==> src/rtl/vga_pkg.sv <==
// -----------------------------------------------------------------------------
// vga_pkg
// Shared definitions for the scaled VGA controller: default 640x480@60 timing
// constants, the output mode encoding and a helper that derives a line/frame
// total from its four timing segments.
// -----------------------------------------------------------------------------
package vga_pkg;

    // Default horizontal timing, in pixel clocks
    localparam int VGA_H_ACTIVE = 640;
    localparam int VGA_H_FP     = 16;
    localparam int VGA_H_SYNC   = 96;
    localparam int VGA_H_BP     = 48;

    // Default vertical timing, in lines
    localparam int VGA_V_ACTIVE = 480;
    localparam int VGA_V_FP     = 10;
    localparam int VGA_V_SYNC   = 2;
    localparam int VGA_V_BP     = 33;

    typedef enum logic [1:0] {
        MODE_FB      = 2'd0,  // framebuffer pass-through
        MODE_BARS    = 2'd1,  // eight vertical colour bars
        MODE_CHECKER = 2'd2,  // 32x32 checkerboard
        MODE_WHITE   = 2'd3   // solid white
    } mode_e;

    // Total period of one axis (active + front porch + sync + back porch)
    function automatic int vga_total(input int active, input int fp,
                                     input int sync, input int bp);
        return active + fp + sync + bp;
    endfunction

endpackage

==> src/rtl/vga_timing_gen.sv <==
// -----------------------------------------------------------------------------
// vga_timing_gen
// Free-running horizontal/vertical counters and the raw (undelayed,
// active-high) sync and active-region flags derived from them.
//
// Ports
//   clk       in   pixel clock
//   reset     in   synchronous active-high reset (counters to 0,0)
//   h_cnt     out  horizontal position, 0..H_TOTAL-1
//   v_cnt     out  vertical position,   0..V_TOTAL-1
//   h_last    out  h_cnt is on the last clock of the line
//   v_last    out  v_cnt is on the last line of the frame
//   active    out  (h_cnt, v_cnt) lies in the visible region
//   hsync_on  out  horizontal sync interval (active-high, before polarity)
//   vsync_on  out  vertical sync interval   (active-high, before polarity)
// -----------------------------------------------------------------------------
module vga_timing_gen
    import vga_pkg::*;
#(
    parameter int H_ACTIVE = VGA_H_ACTIVE,
    parameter int H_FP     = VGA_H_FP,
    parameter int H_SYNC   = VGA_H_SYNC,
    parameter int H_BP     = VGA_H_BP,
    parameter int V_ACTIVE = VGA_V_ACTIVE,
    parameter int V_FP     = VGA_V_FP,
    parameter int V_SYNC   = VGA_V_SYNC,
    parameter int V_BP     = VGA_V_BP,
    parameter int H_CNT_W  = $clog2(vga_total(H_ACTIVE, H_FP, H_SYNC, H_BP)),
    parameter int V_CNT_W  = $clog2(vga_total(V_ACTIVE, V_FP, V_SYNC, V_BP))
) (
    input  logic               clk,
    input  logic               reset,
    output logic [H_CNT_W-1:0] h_cnt,
    output logic [V_CNT_W-1:0] v_cnt,
    output logic               h_last,
    output logic               v_last,
    output logic               active,
    output logic               hsync_on,
    output logic               vsync_on
);

    localparam int H_TOTAL = vga_total(H_ACTIVE, H_FP, H_SYNC, H_BP);
    localparam int V_TOTAL = vga_total(V_ACTIVE, V_FP, V_SYNC, V_BP);

    localparam logic [H_CNT_W-1:0] H_MAX  = H_CNT_W'(H_TOTAL - 1);
    localparam logic [H_CNT_W-1:0] H_ACT  = H_CNT_W'(H_ACTIVE);
    localparam logic [H_CNT_W-1:0] HS_BEG = H_CNT_W'(H_ACTIVE + H_FP);
    localparam logic [H_CNT_W-1:0] HS_END = H_CNT_W'(H_ACTIVE + H_FP + H_SYNC);

    localparam logic [V_CNT_W-1:0] V_MAX  = V_CNT_W'(V_TOTAL - 1);
    localparam logic [V_CNT_W-1:0] V_ACT  = V_CNT_W'(V_ACTIVE);
    localparam logic [V_CNT_W-1:0] VS_BEG = V_CNT_W'(V_ACTIVE + V_FP);
    localparam logic [V_CNT_W-1:0] VS_END = V_CNT_W'(V_ACTIVE + V_FP + V_SYNC);

    assign h_last = (h_cnt == H_MAX);
    assign v_last = (v_cnt == V_MAX);

    // NOTE: state registers use non-blocking assignments so every flop samples
    // the pre-edge values regardless of statement order.
    always_ff @(posedge clk) begin
        if (reset) begin
            h_cnt <= '0;
            v_cnt <= '0;
        end else if (h_last) begin
            h_cnt <= '0;
            v_cnt <= v_last ? '0 : v_cnt + V_CNT_W'(1);
        end else begin
            h_cnt <= h_cnt + H_CNT_W'(1);
        end
    end

    assign active   = (h_cnt < H_ACT) && (v_cnt < V_ACT);
    assign hsync_on = (h_cnt >= HS_BEG) && (h_cnt < HS_END);
    assign vsync_on = (v_cnt >= VS_BEG) && (v_cnt < VS_END);

endmodule

==> src/rtl/vga_scaled_controller.sv <==
// -----------------------------------------------------------------------------
// vga_scaled_controller
// VGA controller that upscales a small framebuffer by 2^SCALE_SHIFT in both
// axes, or replaces it with one of three built-in test patterns.
//
// Pipeline: counters and addr at cycle t, framebuffer data (din) at t+1,
// registered R/G/B at t+2. Syncs and frame_start are delayed to match.
//
// Ports
//   clk          in   pixel clock
//   reset        in   synchronous active-high reset
//   mode         in   0 framebuffer, 1 colour bars, 2 checkerboard, 3 white;
//                     sampled once per frame at h_cnt=0, v_cnt=0
//   din          in   framebuffer read data, valid one clock after addr
//   addr         out  framebuffer read address
//   hsync/vsync  out  syncs, asserted level set by SYNC_POL
//   R/G/B        out  pixel colour, 0 outside the visible region
//   frame_start  out  one-cycle pulse with the first visible pixel of a frame
// -----------------------------------------------------------------------------
module vga_scaled_controller
    import vga_pkg::*;
#(
    parameter int H_ACTIVE    = VGA_H_ACTIVE,
    parameter int H_FP        = VGA_H_FP,
    parameter int H_SYNC      = VGA_H_SYNC,
    parameter int H_BP        = VGA_H_BP,
    parameter int V_ACTIVE    = VGA_V_ACTIVE,
    parameter int V_FP        = VGA_V_FP,
    parameter int V_SYNC      = VGA_V_SYNC,
    parameter int V_BP        = VGA_V_BP,
    parameter int COLOR_W     = 2,
    parameter int SCALE_SHIFT = 1,
    parameter int ADDR_W      = 17,
    parameter int SYNC_POL    = 0
) (
    input  logic               clk,
    input  logic               reset,
    input  logic [1:0]         mode,
    input  logic [COLOR_W-1:0] din,
    output logic [ADDR_W-1:0]  addr,
    output logic               hsync,
    output logic               vsync,
    output logic [COLOR_W-1:0] R,
    output logic [COLOR_W-1:0] G,
    output logic [COLOR_W-1:0] B,
    output logic               frame_start
);

    localparam int H_CNT_W = $clog2(vga_total(H_ACTIVE, H_FP, H_SYNC, H_BP));
    localparam int V_CNT_W = $clog2(vga_total(V_ACTIVE, V_FP, V_SYNC, V_BP));

    localparam logic [H_CNT_W-1:0] H_ACT    = H_CNT_W'(H_ACTIVE);
    localparam logic [V_CNT_W-1:0] V_ACT    = V_CNT_W'(V_ACTIVE);
    localparam logic [H_CNT_W-1:0] COL_MASK = H_CNT_W'((1 << SCALE_SHIFT) - 1);
    localparam logic [V_CNT_W-1:0] ROW_MASK = V_CNT_W'((1 << SCALE_SHIFT) - 1);
    localparam logic [ADDR_W-1:0]  FB_W     = ADDR_W'(H_ACTIVE >> SCALE_SHIFT);

    localparam logic SYNC_ON   = (SYNC_POL != 0);
    localparam logic SYNC_IDLE = ~SYNC_ON;

    localparam logic [COLOR_W-1:0] ONES = {COLOR_W{1'b1}};

    // ---------------------------------------------------------------- timing
    logic [H_CNT_W-1:0] h_cnt;
    logic [V_CNT_W-1:0] v_cnt;
    logic               h_last;
    logic               v_last;
    logic               active;
    logic               hsync_on;
    logic               vsync_on;

    vga_timing_gen #(
        .H_ACTIVE (H_ACTIVE),
        .H_FP     (H_FP),
        .H_SYNC   (H_SYNC),
        .H_BP     (H_BP),
        .V_ACTIVE (V_ACTIVE),
        .V_FP     (V_FP),
        .V_SYNC   (V_SYNC),
        .V_BP     (V_BP),
        .H_CNT_W  (H_CNT_W),
        .V_CNT_W  (V_CNT_W)
    ) u_timing (
        .clk      (clk),
        .reset    (reset),
        .h_cnt    (h_cnt),
        .v_cnt    (v_cnt),
        .h_last   (h_last),
        .v_last   (v_last),
        .active   (active),
        .hsync_on (hsync_on),
        .vsync_on (vsync_on)
    );

    // ------------------------------------------------------ address generator
    // addr is registered alongside the counters, so each update computes the
    // address of the pixel the counters move to on the same edge.
    logic [V_CNT_W-1:0] v_next;
    logic [H_CNT_W-1:0] h_next;
    logic [ADDR_W-1:0]  line_start;

    assign v_next = v_last ? '0 : v_cnt + V_CNT_W'(1);
    assign h_next = h_cnt + H_CNT_W'(1);  // only used when h_last is low

    always_ff @(posedge clk) begin
        if (reset) begin
            addr       <= '0;
            line_start <= '0;
        end else if (h_last) begin
            if ((v_next >= V_ACT) || (v_next == '0)) begin
                // Entering vertical blanking or a new frame: park at 0
                line_start <= '0;
                addr       <= '0;
            end else if ((v_next & ROW_MASK) == '0) begin
                line_start <= line_start + FB_W;
                addr       <= line_start + FB_W;
            end else begin
                // Same framebuffer row repeated: rewind
                addr <= line_start;
            end
        end else if (active && ((h_next & COL_MASK) == '0) && (h_next < H_ACT)) begin
            // Step once per 2^SCALE_SHIFT pixels; the last step of the line is
            // suppressed so addr holds through horizontal blanking.
            addr <= addr + ADDR_W'(1);
        end
    end

    // ------------------------------------------------------- pattern (cycle t)
    // The frame's mode is taken directly from the input at (0,0) so the first
    // pixel already uses it, then held in mode_q for the rest of the frame.
    mode_e              mode_q;
    mode_e              cur_mode;
    logic [2:0]         bar;
    logic [COLOR_W-1:0] pat_r;
    logic [COLOR_W-1:0] pat_g;
    logic [COLOR_W-1:0] pat_b;

    assign cur_mode = ((h_cnt == '0) && (v_cnt == '0)) ? mode_e'(mode) : mode_q;

    always_ff @(posedge clk) begin
        if (reset) begin
            mode_q <= MODE_FB;
        end else begin
            mode_q <= cur_mode;
        end
    end

    // Bar index h*8/H_ACTIVE by threshold compares: h reaches bar k at
    // ceil(k*H_ACTIVE/8).
    always_comb begin
        bar = 3'd0;
        for (int k = 1; k < 8; k++) begin
            if (h_cnt >= H_CNT_W'((k * H_ACTIVE + 7) / 8)) begin
                bar = 3'(k);
            end
        end
    end

    // NOTE: every combinational output gets a default first so no path through
    // the block leaves it unassigned and infers a latch.
    always_comb begin
        pat_r = '0;
        pat_g = '0;
        pat_b = '0;
        unique case (cur_mode)
            MODE_BARS: begin
                pat_r = {COLOR_W{bar[2]}};
                pat_g = {COLOR_W{bar[1]}};
                pat_b = {COLOR_W{bar[0]}};
            end
            MODE_CHECKER: begin
                if (h_cnt[5] ^ v_cnt[5]) begin
                    pat_r = ONES;
                    pat_g = ONES;
                    pat_b = ONES;
                end
            end
            MODE_WHITE: begin
                pat_r = ONES;
                pat_g = ONES;
                pat_b = ONES;
            end
            default: ;  // framebuffer colour is chosen at stage 2 from din
        endcase
    end

    // ---------------------------------------------------- stage 1 (cycle t+1)
    logic               use_fb_d1;
    logic               active_d1;
    logic               hs_d1;
    logic               vs_d1;
    logic               fs_d1;
    logic [COLOR_W-1:0] pat_r_d1;
    logic [COLOR_W-1:0] pat_g_d1;
    logic [COLOR_W-1:0] pat_b_d1;

    // NOTE: the pipeline registers are reset as well, so the flags and colours
    // of an aborted frame cannot leak out after reset is released.
    always_ff @(posedge clk) begin
        if (reset) begin
            use_fb_d1 <= 1'b0;
            active_d1 <= 1'b0;
            hs_d1     <= 1'b0;
            vs_d1     <= 1'b0;
            fs_d1     <= 1'b0;
            pat_r_d1  <= '0;
            pat_g_d1  <= '0;
            pat_b_d1  <= '0;
        end else begin
            use_fb_d1 <= (cur_mode == MODE_FB);
            active_d1 <= active;
            hs_d1     <= hsync_on;
            vs_d1     <= vsync_on;
            fs_d1     <= (h_cnt == '0) && (v_cnt == '0);
            pat_r_d1  <= pat_r;
            pat_g_d1  <= pat_g;
            pat_b_d1  <= pat_b;
        end
    end

    // ---------------------------------------------------- stage 2 (cycle t+2)
    always_ff @(posedge clk) begin
        if (reset) begin
            hsync       <= SYNC_IDLE;
            vsync       <= SYNC_IDLE;
            frame_start <= 1'b0;
            R           <= '0;
            G           <= '0;
            B           <= '0;
        end else begin
            hsync       <= hs_d1 ? SYNC_ON : SYNC_IDLE;
            vsync       <= vs_d1 ? SYNC_ON : SYNC_IDLE;
            frame_start <= fs_d1;
            if (!active_d1) begin
                R <= '0;
                G <= '0;
                B <= '0;
            end else if (use_fb_d1) begin
                R <= din;
                G <= din;
                B <= din;
            end else begin
                R <= pat_r_d1;
                G <= pat_g_d1;
                B <= pat_b_d1;
            end
        end
    end

endmodule

==> config.mk <==
export PLATFORM = sky130hd
export DESIGN_NAME = vga_scaled_controller
export DESIGN_NICKNAME = d
export VERILOG_FILES = /design/src/rtl/vga_pkg.sv /design/src/rtl/vga_timing_gen.sv /design/src/rtl/vga_scaled_controller.sv
export SDC_FILE = /design/constraint.sdc
export NUM_CORES = 1
export LEC_CHECK = 0
export CAP_MARGIN = 20
export CORE_ASPECT_RATIO = 1.2
export CORE_UTILIZATION = 30
export DETAILED_ROUTE_END_ITERATION = 8
export GPL_TIMING_DRIVEN = 0
export PLACE_DENSITY = 0.45
export SETUP_SLACK_MARGIN = 0.2
export SLEW_MARGIN = 0
export SYNTH_ARGS = -nofsm -noshare
export SYNTH_HDL_FRONTEND = slang
export SYNTH_HIERARCHICAL = 1
export SYNTH_SLANG_ARGS = --single-unit
==> constraint.sdc <==
create_clock -name clk -period 3.5 [get_ports clk]
set_input_delay 0.7 -clock clk [delete_from_list [all_inputs] [get_ports clk]]
set_output_delay 0.7 -clock clk [all_outputs]
set_load 0.02 [all_outputs]
Yosys cells after proc, flatten, opt, wreduce, memory -nomap -nowiden
Index checks and enable logic that the tools add are counted.
W data, S select, Z words.
{"block": "classes", "add_sub_neg": 4, "order_cmp": 15, "eq_ne": 5, "muxes": 22, "bitwise_logic": 2, "n_reduce_logical": 16}
{"cell": "$mux W17", "n": 4}
{"cell": "$ge A10 B9 Y1 const B", "n": 5}
{"cell": "$logic_not A10 Y1", "n": 5}
{"cell": "$lt A10 B10 Y1 const B", "n": 3}
{"cell": "$add A10 B1 Y10 const B", "n": 2}
{"cell": "$eq A10 B10 Y1 const B", "n": 2}
{"cell": "$ge A10 B10 Y1 const B", "n": 2}
{"cell": "$ge A10 B8 Y1 const B", "n": 2}
{"cell": "$lt A10 B9 Y1 const B", "n": 2}
{"cell": "$mux W3", "n": 6}
{"cell": "$pmux W2 S3", "n": 3}
{"cell": "$add A17 B1 Y17 const B", "n": 1}
{"cell": "$add A17 B9 Y17 const B", "n": 1}
{"cell": "$ge A10 B7 Y1 const B", "n": 1}
{"cell": "$mux W10", "n": 1}
{"cell": "$mux W2", "n": 5}
{"cell": "$logic_and A1 B1 Y1", "n": 6}
{"cell": "$eq A2 B2 Y1 const B", "n": 2}
{"cell": "$reduce_or A2 Y1", "n": 2}
{"cell": "$mux W1", "n": 3}
{"cell": "$eq A2 B1 Y1 const B", "n": 1}
{"cell": "$logic_not A2 Y1", "n": 1}
{"cell": "$reduce_bool A2 Y1", "n": 1}
{"cell": "$logic_or A1 B1 Y1", "n": 1}
{"cell": "2 further kinds", "n": 2}
{"block": "word_totals", "register_bits": 76, "out_inout_bits": 26, "word_cells": 83}

Logic depth before layout (Yosys ltp)
Gate-level depths: netlist (run 1).
{"block": "depth", "word_depth": 9, "ltp_mapped": 11}

By module
The synthesis (run 1) kept the hierarchy.
{"module": "vga_scaled_controller", "instances": 1, "cells_per_inst": 347, "area_per_inst_um2": 2901.5, "seq_area_each_um2": 1061.0}
{"module": "vga_timing_gen", "instances": 1, "cells_per_inst": 119, "area_per_inst_um2": 1023.5, "seq_area_each_um2": 400.4}

Worst setup path after synthesis (run 1)
Ideal clock, no wire load.
{"block": "synth_path", "path_kind": "flip-flop to flip-flop", "from": "register u_timing.v_cnt[1]", "to": "register addr[14]", "t_arrival_ns": 2.332, "t_required_ns": 3.386, "setup_slack_ns": 1.054, "stages_incl_launch_ff": 12, "n_path_buf": 0, "synth_period_minus_slack_ns": 2.446, "path_cell_list": "dfxtp_1 -> inv_1 -> ha_1 -> nor4bb_1 -> nand4_1 -> inv_1 -> nor2_1 -> nor2_1 -> nand3_1 -> xnor2_1 -> nand3_1 -> a2111oi_0"}
{"block": "synth_between", "elab_chain_cells": 6, "elab_cells_between_ends": 15, "cone_classes": "add/sub: 1; order compare: 2; eq/ne: 1; mux: 4; reduce/logical: 7"}
{"element": "start: declaration", "line": "vga_timing_gen.sv:34", "rtl": "output logic [V_CNT_W-1:0] v_cnt,"}
{"element": "start signal: assignment", "line": "vga_timing_gen.sv:66", "rtl": "v_cnt <= v_last ? '0 : v_cnt + V_CNT_W'(1);"}
{"element": "$eq A10 B10 Y1 *", "line": "vga_timing_gen.sv:56", "rtl": "assign v_last = (v_cnt == V_MAX);"}
{"element": "net v_last", "line": "vga_scaled_controller.sv:67", "rtl": "logic v_last;"}
{"element": "$mux W10 *", "line": "vga_scaled_controller.sv:102", "rtl": "assign v_next = v_last ? '0 : v_cnt + V_CNT_W'(1);"}
{"element": "$ge A10 B9 Y1 (tied with other cells)", "line": "vga_scaled_controller.sv:110", "rtl": "if ((v_next >= V_ACT) || (v_next == '0)) begin"}
{"element": "$logic_or A1 B1 Y1 or $mux W17 (tied branches)"}
{"element": "$mux W17 *", "line": "vga_scaled_controller.sv:110"}
{"element": "$mux W17 *", "line": "vga_scaled_controller.sv:109", "rtl": "end else if (h_last) begin"}
{"element": "end signal: assignment", "line": "vga_scaled_controller.sv:116", "rtl": "addr <= line_start + FB_W;"}
{"element": "end signal: assignment", "line": "vga_scaled_controller.sv:119", "rtl": "addr <= line_start;"}
{"element": "end signal: assignment", "line": "vga_scaled_controller.sv:124", "rtl": "addr <= addr + ADDR_W'(1);"}
{"element": "end: declaration", "line": "vga_scaled_controller.sv:40", "rtl": "output logic [ADDR_W-1:0] addr,"}
Mark *: on every way through the listed nets, which the timed path passes. The rest lies on a longest branch.
A chain may end at the register's enable or synchronous reset.

Worst setup path after layout (run 1)
{"block": "layout_path", "from": "register u_timing.v_cnt[1]", "to": "register addr[13]"}
Same word-level chain as after synthesis.

==> reports/results.tsv, run 1 <==
metric	value	unit
grt-ovfl-total	0	
cts_hold_buf	0	
tns	0	ns
wl_met2	5052	um
ctsResizeCount	0	
post-route-period-util	86.74	%
hp-class	reg -> reg	
track_usage	16.44	%
ys_async_sr_fraction	0	%
m1WireLength	4841	um
final_common_cell	dfxtp_1	
p_leak	1.638	nW
diodes	0	
place.port_buffers	31	
power_frac_comb	7.8	%
drt_pass1_iterations	4	
grt_pass1_vias	3479	
r2r_start	u_timing/v_cnt[1]$_SDFFE_PP0P_	
post_cts_buffers	0	
skew	0.008690	ns
ys_seq_elements	73	
synth-seq-area-share	37.23	%
ys_warn_count	6	
grt_first_pass_wirelength	17430	um
tightest_slew	0.9914	ns
crit_chain	inv_1 > ha_1 > nor4bb_1 > nand4_1 > inv_1 > nor2_2 > nor3b_1 > and3_1 > xor2_1 > a31oi_1 > a211oi_1	
cts_tree	built	
critPathSlowestCell	nor3b_1	
synth_edf_count	0	
routed_wl	10360	um
cts_buffers	9	
ys_types	61	
clkLatencyLatePin	0.34	ns
crit_path_start_kind	register	
fp.dieW	106.4	um
top_layer	met4	
synth_cells	466	
relSlewSlack	33.34	%
first_iter_violations	151	
die_h	127.3	um
power_density	433.2	nW/um2
clk_pin_slew_worst_paths	0.06	ns
crit_path_max_fanout	13	
syn_to_final_growth	21.61	%
final_core_util	37.51	%
p_sw_share	24.12	%
p_sw	0.0004987	W
ant_nets	0	
worstSetupEndpointType	register	
path_class	reg -> reg	
vias	3492	
synth_fp_nets	480	
r2r_end	addr[13]$_SDFFE_PP0P_	
slew_violations	0	
rsz0062_at_grt	false	
io_pins	32	
status	complete, no violations	
arrival	3.29	ns
wl_met3	299	um
grt_max_degree	15	
peakVddDrop	0.0001908	V
synth_top_area_share	37.23	%
synth_top_area_cell	dfxtp_1	
synthesis.area	3925	um2
vias_per_cell	5.158	
drv_cap	0	
fmax	329.4	MHz
worstPathRequired	3.75	ns
cts-root-buf	clkbuf_16	
die-area	13550	um2
core_area	12720	um2
startpoint	u_timing/v_cnt[1]$_SDFFE_PP0P_	
dpl.hpwl	7463	um
setup_viol	0	
final_cell_mix	dfxtp_1 (73), nor2_1 (39), nand2_1 (35), clkdlybuf4s50_1 (31), a21oi_1 (25)	
rows	45	
clock_path_buffers	2	
cp-endpoint	addr[13]$_SDFFE_PP0P_	
period_needed	3.036	ns
start_util	30.85	%
seq_power_share	43.4	%
power.internal	0.001569	W
drive_gt1_share	6.238	%
crit_path_frequent_cell	inv_1	
avgSynthCellArea	8.423	um2
drc	0	
wl_per_cell	15.30	um
hold_violations	0	
worstRegToRegCells	11	
hold_start	hs_d1$_SDFF_PP0_	
cpPeakStageDelay	0.53	ns
htreeDepth	3	
antenna_found_initial	0	
yosys_most_used_dff	dfxtp_1	
finalWeightedCongestion	0.7925	
finish.net_count	522	
cts_sinks	73	
synthTopCellsByArea	dfxtp_1 (37%), xor2_1 (5.4%), xnor2_1 (4.0%), nor2_1 (3.8%), nand2_1 (3.3%)	
pwr-share-clk	48.8	%
rrSetupSlack	0.46	ns
[logic make-up after synthesis]
logic type,after synthesis,share of synthesized area [%]
fa+ha+maj,9,2.805
mux,7,1.817
flops,73,37.23
simple gates,206,29.20
compound gates,89,15.14
xor+xnor,42,9.372
buf+inv,40,4.431
[per-layer routing]
layer | track usage [%] | vias to the layer above
met5 | 0 | -
met4 | 6.205 | 0
met3 | 3.265 | 11
met2 | 28.07 | 58
met1 | 20.35 | 1646
li1 | - | 1777
[worst min-delay path by stage]
stage               slack (ns)               end  cells after the start
finish                    0.38  hsync$_SDFF_PP1_                      1
global route              0.39  hsync$_SDFF_PP1_                      1
CTS                       0.38  hsync$_SDFF_PP1_                      1
detailed placement        0.37  hsync$_SDFF_PP1_                      1
global placement          0.36  vsync$_SDFF_PP1_                      1
floorplan                 0.36  hsync$_SDFF_PP1_                      1
[cell usage after synthesis, types with 7 or more instances]
library cell   n
a211oi_1       7
a21oi_1       25
a31oi_1       11
clkbuf_1      16
dfxtp_1       73
ha_1           8
inv_1         18
nand2_1       35
nand2b_1       9
nand3_1       22
nand4_1       16
nor2_1        40
nor2b_1       10
nor3_1        14
nor3b_1       12
nor4_1         7
o21ai_0       10
o32ai_1        9
xnor2_1       18
xor2_1        24
[cell type report]
type,instances,area [um2]
inverters,18,67.56
clock buffers,9,225.2
plain buffers,22,107.6
clock inverters,7,103.9
repair buffers,31,310.3
fillers,1375,7951
multi-input cells,353,2292
flip-flops and latches,73,1461
well taps,164,205.2
[critical path, delay by kind of cell, from the launching register on]
family,cells,cell delay (ns)
buffers and inverters,2,0.32
AO/OA/AOI/OAI,2,0.36
AND/OR/NAND/NOR,5,1.50
adder cells (fa/ha/maj),1,0.14
flip-flops,1,0.44
XOR/XNOR,1,0.20
[power by group through the flow]
stage | Combinational [W] | Sequential, W | Clock, W
after detailed placement | 0.000161 | 0.000917 | 0
after global placement | 0.000161 | 0.000916 | 0
after global routing | 0.000180 | 0.000903 | 0.00108
final | 0.000161 | 0.000898 | 0.00101
after floorplan | 0.0000926 | 0.000922 | 0
after CTS | 0.000162 | 0.000897 | 0.00105
[per-stage QoR]
step / total power [W] / area (um2) / hold WS [ns] / std cells / worst slack [ns]
floorplan: 0.001015 / 3925 / 0.3559 / 466 / 1.054
global placement: 0.001077 / 4441 / 0.3584 / 661 / 0.3534
detailed placement: 0.001078 / 4441 / 0.3664 / 661 / 0.3903
CTS: 0.002105 / 4770 / 0.3809 / 677 / 0.3754
global route: 0.002166 / 4773 / 0.3943 / 677 / 0.2015
finish: 0.002068 / 4773 / 0.3787 / 677 / 0.4642
[flip-flops by register name, summed over array words and instances, names as in the netlist]
signal	flops
addr	17
line_start	17
u_timing/h_cnt	10
u_timing/v_cnt	10
B	2
G	2
R	2
mode_q	2
active_d1	1
frame_start	1
fs_d1	1
hs_d1	1
hsync	1
pat_b_d1	1
pat_g_d1	1
pat_r_d1	1
use_fb_d1	1
vs_d1	1
vsync	1
(Power assumes the default switching activity.)
==> inputs of run 2 (changes only) <==
--- a/config.mk
+++ b/config.mk
@@ -12,7 +12,7 @@
 export GPL_TIMING_DRIVEN = 0
 export PLACE_DENSITY = 0.45
 export SETUP_SLACK_MARGIN = 0.2
-export SLEW_MARGIN = 0
+export SLEW_MARGIN = 15
 export SYNTH_ARGS = -nofsm -noshare
 export SYNTH_HDL_FRONTEND = slang
 export SYNTH_HIERARCHICAL = 1
==> results of run 2 <==
No change in the layout: final DEF, timing and power equal those of run 1.
==> inputs of run 3 (changes only) <==
--- a/config.mk
+++ b/config.mk
@@ -7,6 +7,7 @@
 export LEC_CHECK = 0
 export CAP_MARGIN = 20
 export CORE_ASPECT_RATIO = 1.2
+export CORE_MARGIN = 1
 export CORE_UTILIZATION = 30
 export DETAILED_ROUTE_END_ITERATION = 8
 export GPL_TIMING_DRIVEN = 0
==> results of run 3 <==
No change in the layout: final DEF, timing and power equal those of run 1.
